## config.mk

```make
export PLATFORM = sky130hd
export DESIGN_NAME = ddr_wr_serializer
export DESIGN_NICKNAME = d
export VERILOG_FILES = /design/src/rtl/ddr_wr_serializer_pkg.sv /design/src/rtl/ddr_wr_serializer_beat_shifter.sv /design/src/rtl/ddr_wr_serializer.sv
export SDC_FILE = /design/constraint.sdc
export NUM_CORES = 1
export LEC_CHECK = 0
export CAP_MARGIN = 15
export CORE_AREA = 4 4 73 82
export DETAILED_ROUTE_END_ITERATION = 16
export DIE_AREA = 0 0 77 86
export GPL_ROUTABILITY_DRIVEN = 0
export PLACE_DENSITY_LB_ADDON = 0.1
export SYNTH_ARGS = -nofsm -noshare
export SYNTH_HDL_FRONTEND = slang
export SYNTH_HIERARCHICAL = 1
export SYNTH_SLANG_ARGS = --single-unit
export TNS_END_PERCENT = 100
```

## constraint.sdc

```tcl
create_clock -name clk -period 4.1 [get_ports clk]
set_input_delay 0.82 -clock clk [delete_from_list [all_inputs] [get_ports clk]]
set_output_delay 0.82 -clock clk [all_outputs]
set_load 0.05 [all_outputs]
```

## src/rtl/ddr_wr_serializer_pkg.sv

```systemverilog
// Shared definitions for the DDR write serializer: FSM encoding, DQS patterns
// and parameter sanity helpers.
package ddr_wr_serializer_pkg;

    typedef enum logic [1:0] {
        ST_IDLE = 2'd0,
        ST_PRE  = 2'd1,
        ST_DATA = 2'd2,
        ST_POST = 2'd3
    } state_t;

    // DQS {d0, d1} patterns: the strobe toggles only while data is on the bus.
    localparam logic [1:0] DQS_PRE  = 2'b00;
    localparam logic [1:0] DQS_POST = 2'b00;
    localparam logic [1:0] DQS_DATA = 2'b10;

    function automatic bit burst_len_ok(input int bl);
        return (bl >= 2) && ((bl % 2) == 0);
    endfunction

    function automatic int cnt_width(input int pairs);
        return (pairs > 1) ? $clog2(pairs) : 1;
    endfunction

endpackage

```

## src/rtl/ddr_wr_serializer_beat_shifter.sv

```systemverilog
// Load/shift register that presents the next rising/falling beat pair and masks.
// On load the pair comes straight from the incoming word so no cycle is lost.
module ddr_beat_shifter #(
    parameter int DQ_WIDTH  = 8,
    parameter int BURST_LEN = 4
) (
    input  logic                          clk,
    input  logic                          rst_n,
    input  logic                          load,
    input  logic                          pop,
    input  logic [DQ_WIDTH*BURST_LEN-1:0] load_data,
    input  logic [BURST_LEN-1:0]          load_mask,
    output logic [DQ_WIDTH-1:0]           beat0,
    output logic [DQ_WIDTH-1:0]           beat1,
    output logic                          mask0,
    output logic                          mask1
);

    localparam int WORD_W = DQ_WIDTH * BURST_LEN;

    logic [WORD_W-1:0]    data_q, data_d, src_data;
    logic [BURST_LEN-1:0] mask_q, mask_d, src_mask;

    always_comb begin
        src_data = load ? load_data : data_q;
        src_mask = load ? load_mask : mask_q;
        beat0    = src_data[DQ_WIDTH-1:0];
        beat1    = src_data[2*DQ_WIDTH-1:DQ_WIDTH];
        mask0    = src_mask[0];
        mask1    = src_mask[1];
        data_d   = pop ? (src_data >> (2 * DQ_WIDTH)) : src_data;
        mask_d   = pop ? (src_mask >> 2) : src_mask;
    end

    always_ff @(posedge clk or negedge rst_n) begin
        if (!rst_n) begin
            data_q <= '0;
            mask_q <= '0;
        end else begin
            data_q <= data_d;
            mask_q <= mask_d;
        end
    end

endmodule

```

## src/rtl/ddr_wr_serializer.sv

```systemverilog
// Write-path serializer: one burst word per handshake, sliced into D0/D1 beat
// pairs for the DQ/DM/DQS DDR output registers, with DQS pre/postamble.
module ddr_wr_serializer
    import ddr_wr_serializer_pkg::*;
#(
    parameter int DQ_WIDTH  = 8,
    parameter int BURST_LEN = 4
) (
    input  logic                          clk,
    input  logic                          reset,
    input  logic                          in_valid,
    input  logic [DQ_WIDTH*BURST_LEN-1:0] in_data,
    input  logic [BURST_LEN-1:0]          in_mask,
    output logic                          in_ready,
    output logic [DQ_WIDTH-1:0]           dq_d0,
    output logic [DQ_WIDTH-1:0]           dq_d1,
    output logic                          dm_d0,
    output logic                          dm_d1,
    output logic                          dqs_d0,
    output logic                          dqs_d1,
    output logic                          dq_oe,
    output logic                          dqs_oe,
    output logic                          burst_done
);

    localparam int               PAIRS = BURST_LEN / 2;
    localparam int               CNT_W = cnt_width(PAIRS);
    localparam logic [CNT_W-1:0] LAST  = CNT_W'(PAIRS - 1);

    if (!burst_len_ok(BURST_LEN)) begin : g_bad_burst_len
        $error("ddr_wr_serializer: BURST_LEN must be even and >= 2");
    end

    state_t              state_q, state_d;
    logic [CNT_W-1:0]    cnt_q, cnt_d;
    logic [DQ_WIDTH-1:0] dq_d0_q, dq_d0_d, dq_d1_q, dq_d1_d;
    logic                dm_d0_q, dm_d0_d, dm_d1_q, dm_d1_d;
    logic                dqs_d0_q, dqs_d0_d, dqs_d1_q, dqs_d1_d;
    logic                dq_oe_q, dq_oe_d, dqs_oe_q, dqs_oe_d;
    logic                burst_done_q, burst_done_d;

    logic                accept, load, pop;
    logic [DQ_WIDTH-1:0] sh_beat0, sh_beat1;
    logic                sh_mask0, sh_mask1;

    // Handshake: a word moves on a rising edge with in_valid && in_ready.
    // in_ready depends only on state/counter (and reset), never on in_valid.
    assign in_ready = reset && ((state_q == ST_IDLE) ||
                                ((state_q == ST_DATA) && (cnt_q == LAST)));
    assign accept   = in_valid && in_ready;

    ddr_beat_shifter #(
        .DQ_WIDTH  (DQ_WIDTH),
        .BURST_LEN (BURST_LEN)
    ) u_shifter (
        .clk       (clk),
        .rst_n     (reset),
        .load      (load),
        .pop       (pop),
        .load_data (in_data),
        .load_mask (in_mask),
        .beat0     (sh_beat0),
        .beat1     (sh_beat1),
        .mask0     (sh_mask0),
        .mask1     (sh_mask1)
    );

    always_comb begin
        state_d      = state_q;
        cnt_d        = cnt_q;
        load         = 1'b0;
        pop          = 1'b0;
        dq_d0_d      = '0;
        dq_d1_d      = '0;
        dm_d0_d      = 1'b0;
        dm_d1_d      = 1'b0;
        dqs_d0_d     = 1'b0;
        dqs_d1_d     = 1'b0;
        dq_oe_d      = 1'b0;
        dqs_oe_d     = 1'b0;
        burst_done_d = 1'b0;

        case (state_q)
            ST_IDLE: begin
                if (accept) begin
                    state_d              = ST_PRE;
                    load                 = 1'b1;
                    dqs_oe_d             = 1'b1;
                    {dqs_d0_d, dqs_d1_d} = DQS_PRE;
                end
            end
            ST_PRE: begin
                state_d = ST_DATA;
                cnt_d   = '0;
                pop     = 1'b1;
            end
            ST_DATA: begin
                if (cnt_q != LAST) begin
                    cnt_d = cnt_q + 1'b1;
                    pop   = 1'b1;
                end else if (accept) begin
                    // Back-to-back burst: first pair of the new word follows directly.
                    cnt_d = '0;
                    load  = 1'b1;
                    pop   = 1'b1;
                end else begin
                    state_d              = ST_POST;
                    dqs_oe_d             = 1'b1;
                    {dqs_d0_d, dqs_d1_d} = DQS_POST;
                end
            end
            default: begin
                state_d = ST_IDLE;
            end
        endcase

        if (pop) begin
            dq_oe_d              = 1'b1;
            dqs_oe_d             = 1'b1;
            {dqs_d0_d, dqs_d1_d} = DQS_DATA;
            dq_d0_d              = sh_beat0;
            dq_d1_d              = sh_beat1;
            dm_d0_d              = sh_mask0;
            dm_d1_d              = sh_mask1;
            burst_done_d         = (cnt_d == LAST);
        end
    end

    always_ff @(posedge clk or negedge reset) begin
        if (!reset) begin
            state_q      <= ST_IDLE;
            cnt_q        <= '0;
            dq_d0_q      <= '0;
            dq_d1_q      <= '0;
            dm_d0_q      <= 1'b0;
            dm_d1_q      <= 1'b0;
            dqs_d0_q     <= 1'b0;
            dqs_d1_q     <= 1'b0;
            dq_oe_q      <= 1'b0;
            dqs_oe_q     <= 1'b0;
            burst_done_q <= 1'b0;
        end else begin
            state_q      <= state_d;
            cnt_q        <= cnt_d;
            dq_d0_q      <= dq_d0_d;
            dq_d1_q      <= dq_d1_d;
            dm_d0_q      <= dm_d0_d;
            dm_d1_q      <= dm_d1_d;
            dqs_d0_q     <= dqs_d0_d;
            dqs_d1_q     <= dqs_d1_d;
            dq_oe_q      <= dq_oe_d;
            dqs_oe_q     <= dqs_oe_d;
            burst_done_q <= burst_done_d;
        end
    end

    assign dq_d0      = dq_d0_q;
    assign dq_d1      = dq_d1_q;
    assign dm_d0      = dm_d0_q;
    assign dm_d1      = dm_d1_q;
    assign dqs_d0     = dqs_d0_q;
    assign dqs_d1     = dqs_d1_q;
    assign dq_oe      = dq_oe_q;
    assign dqs_oe     = dqs_oe_q;
    assign burst_done = burst_done_q;

endmodule

```

==> run metrics <==
post-DP HPWL 3039 µm; worst path arrival time approximately 2.2 ns; LEAKAGE about 0.0016 µW; CP required approximately 3.3 ns; clk_lat worst skew 0.33 ns; Critical Path Fanout Max 6; Tot Pwr 2719 µW; Max Cap Viol 0; n_diodes 0; post-layout minimum cycle time between 3 and 4 ns; top-area cell type share of the netlist area between 50% and 60%; Post-route DRC 0; FILL cells slightly above 400; top cells by area, synth dfrtp_1 (57%), mux2i_1 (20%), inv_1 (3.3%); Critical Path Source Type register; via/cell ratio roughly 4.8; Synth area leader dfrtp_1; Die H about 86 µm; Final Instance Count excl. Fillers around 340; Fin. Hold Viols 0; Routed wire per std cell approximately 14 µm; Max stage delay on crit path 0.80 ns; Ys Warns 6; pin count of the biggest net entering global routing 56; CTS Sinks 60; RSZ-0062 raised after global routing false; crit-path leading delay family buffers and inverters; Ports 63; worst hold-check path type primary input to asynchronous set/reset pin; layout cells sized above 1 12.23%; register area share after synthesis between 50% and 60%; relative slew slack a little under three fifths; pin slew with the least headroom to its limit 0.6567 ns; Core ar. ~0.0052 mm²; CP bufs+invs 2; Synth Register Bits 60; Clock Path Buffers 2; wirelength, routed about 4600 µm; global-route wire length before repair approximately 7600 µm; final setup violation count 0; Num CTS Buffers 9; minimum hold slack ~0.43 ns; CTS tree built; antenna viol nets, final 0; Cells after Synth about 210; crit path kind register to output pin; Placed Area between 0.003 and 0.004 mm²; row count 28; critical path endpoint category output pin; total grt overflow 0; Initial Util around half; Distinct cells, synth 26; # resized after CTS 0; setup repair bufs after CTS 0; Area Overhead vs Synth 30.82%; f_max about 0.33 GHz; Buffers on Ports roughly 60; antenna violations before repair 0; Clock Tree Root clkbuf_8; CP Cell Sequence inv_1 > ha_1 > a21oi_1 > nor2b_1 > clkdlybuf4s50_1; Initial DRT Pass Iterations 4; DIE AREA around 0.0066 mm²; PD cells slightly below 800 mW/mm²; Max H-tree Level 3; via count between 1500 and 2000; Hold-fix buffers, CTS 0; setup tns final 0 ns; mapped cell area between 0.002 and 0.003 mm²; fin crit share about three quarters; Overall Global Routing Usage 15.01%; vias in the first global route around 1700; Worst Skew between 0.007 and 0.008 ns; status completed; Slew Limit Fails 0; 1st-iter DRT viols ~60; syn avg cell area ~13 µm²; Critical-path top delay cell clkdlybuf4s50_1; Post-Syn Nets 250; fin nets approximately 320; Die X about 77 µm; placed instance count around 320; final design area excluding fillers about 0.0035 mm²; Max VDD drop 0.0005311 V; clk slew on worst S/H paths roughly 0.06 ns
state kept, by name, summed over array words and instances (netlist names):
| name | count |
|---|---|
| dm_d1 | 1 |
| u_shifter/data_q | 32 |
| u_shifter/mask_q | 4 |
| dq_d1 | 8 |
| dq_oe | 1 |
| dq_d0 | 8 |
| state_q | 2 |
| dm_d0 | 1 |
| cnt_q | 1 |
| dqs_oe | 1 |
| burst_done | 1 |
layout make-up:
class	count	area, µm²	area share [%]
inverters	23	86.33	2.501
multi-input cells	114	937.1	27.15
well taps	60	75.07	2.175
repair buffers	65	635.6	18.41
flip-flops and latches	60	1501	43.49
clock inverters	5	75.07	2.175
clock buffers	11	141.4	4.096
cells in the final DEF, fill, tap and decap left out, types with 2 or more instances in the layout:
| cell | synthesis | final |
|---|---|---|
| ha_1 | 3 | 3 |
| mux2i_1 | 54 | 54 |
| and2_1 | 9 | 9 |
| inv_1 | 23 | 23 |
| clkdlybuf4s50_1 | 0 | 60 |
| o21ai_0 | 2 | 2 |
| clkbuf_8 | 0 | 10 |
| clkinv_2 | 0 | 3 |
| bufinv_16 | 0 | 2 |
| buf_4 | 3 | 4 |
| and2_4 | 9 | 9 |
| nor2_1 | 19 | 18 |
| a21oi_1 | 3 | 3 |
| o211ai_1 | 2 | 2 |
| dfrtp_1 | 60 | 60 |
| nand2_1 | 4 | 4 |
final timing paths:
path	start	endpoint	slack, ns	depth (start not counted)
setup / recovery	state_q[0]	in_ready	1.04	5
hold / removal	reset	cnt_q	0.43	1
setup reg to reg	state_q[0]	u_shifter/data_q[13]	1.69	7
hold reg to reg	cnt_q	burst_done	0.51	1
max in group asynchronous	reset	dq_d0[5]	2.75	2
min in group clk	cnt_q	burst_done	0.51	1
metal layers:
| metal | global-route usage, % | part of all wire, % | up-vias |
|---|---|---|---|
| met2 | 22.03 | 45 | 48 |
| met5 | 0 | 0 | - |
| met1 | 19.19 | 46 | 763 |
| met3 | 4.727 | 6.1 | 11 |
| met4 | 9.871 | 2.3 | 0 |
| li1 | - | - | 803 |
report_power, final:
group / total, µW / internal (µW) / switching (µW) / leakage [µW]
clock: 574 / 356 / 218 / 0.000113
sequential: 882 / 816 / 65.6 / 0.000788
combinational: 1260 / 502 / 761 / 0.000721
per-stage QoR:
step                      util [%]  setup WS, ns
after floorplan                  -         1.753
after global placement       61.98         1.036
after detailed placement     61.98         1.003
after CTS                    66.13         1.026
after global routing         66.13        0.9345
final                        66.13         1.041
Yosys cell counts:
cell       count
o22ai_1        1
nand2_1        4
o21ai_0        2
buf_4          3
nand2_2        1
clkbuf_1       1
a2bb2oi_2      1
buf_6          2
nor2b_1        1
conb_1         1
mux2_1         1
clkbuf_4       1
mux2i_1       54
ha_1           3
a31oi_1        1
o21ai_4        1
a21oi_1        3
and2_4         9
nor2_1        19
a21boi_4       1
buf_2          1
and2_1         9
o211ai_1       2
inv_1         23
dfrtp_1       60
buf_12         3
logic make-up (layout without fill, tap and decap cells):
family	Yosys count	in the layout	share of synthesized area (%)
and+or+nand+nor	43	43	8.867
DFF	60	60	56.90
adders and majority gates	3	3	1.423
muxes	55	55	20.91
AOI/OAI and AO/OA	12	12	3.888
buffers and inverters	34	104	7.871
other	1	1	0.1421
worst register-to-register path, delay by kind of cell, from the launching register on:
kind                       cells  cell delay (ns)
AOI/OAI and AO/OA              1             0.17
DFF                            1             0.42
buffers and inverters          2             0.45
muxes                          2             0.42
adders and majority gates      1             0.29
and+or+nand+nor                1             0.53
(Power assumes the default switching activity.)
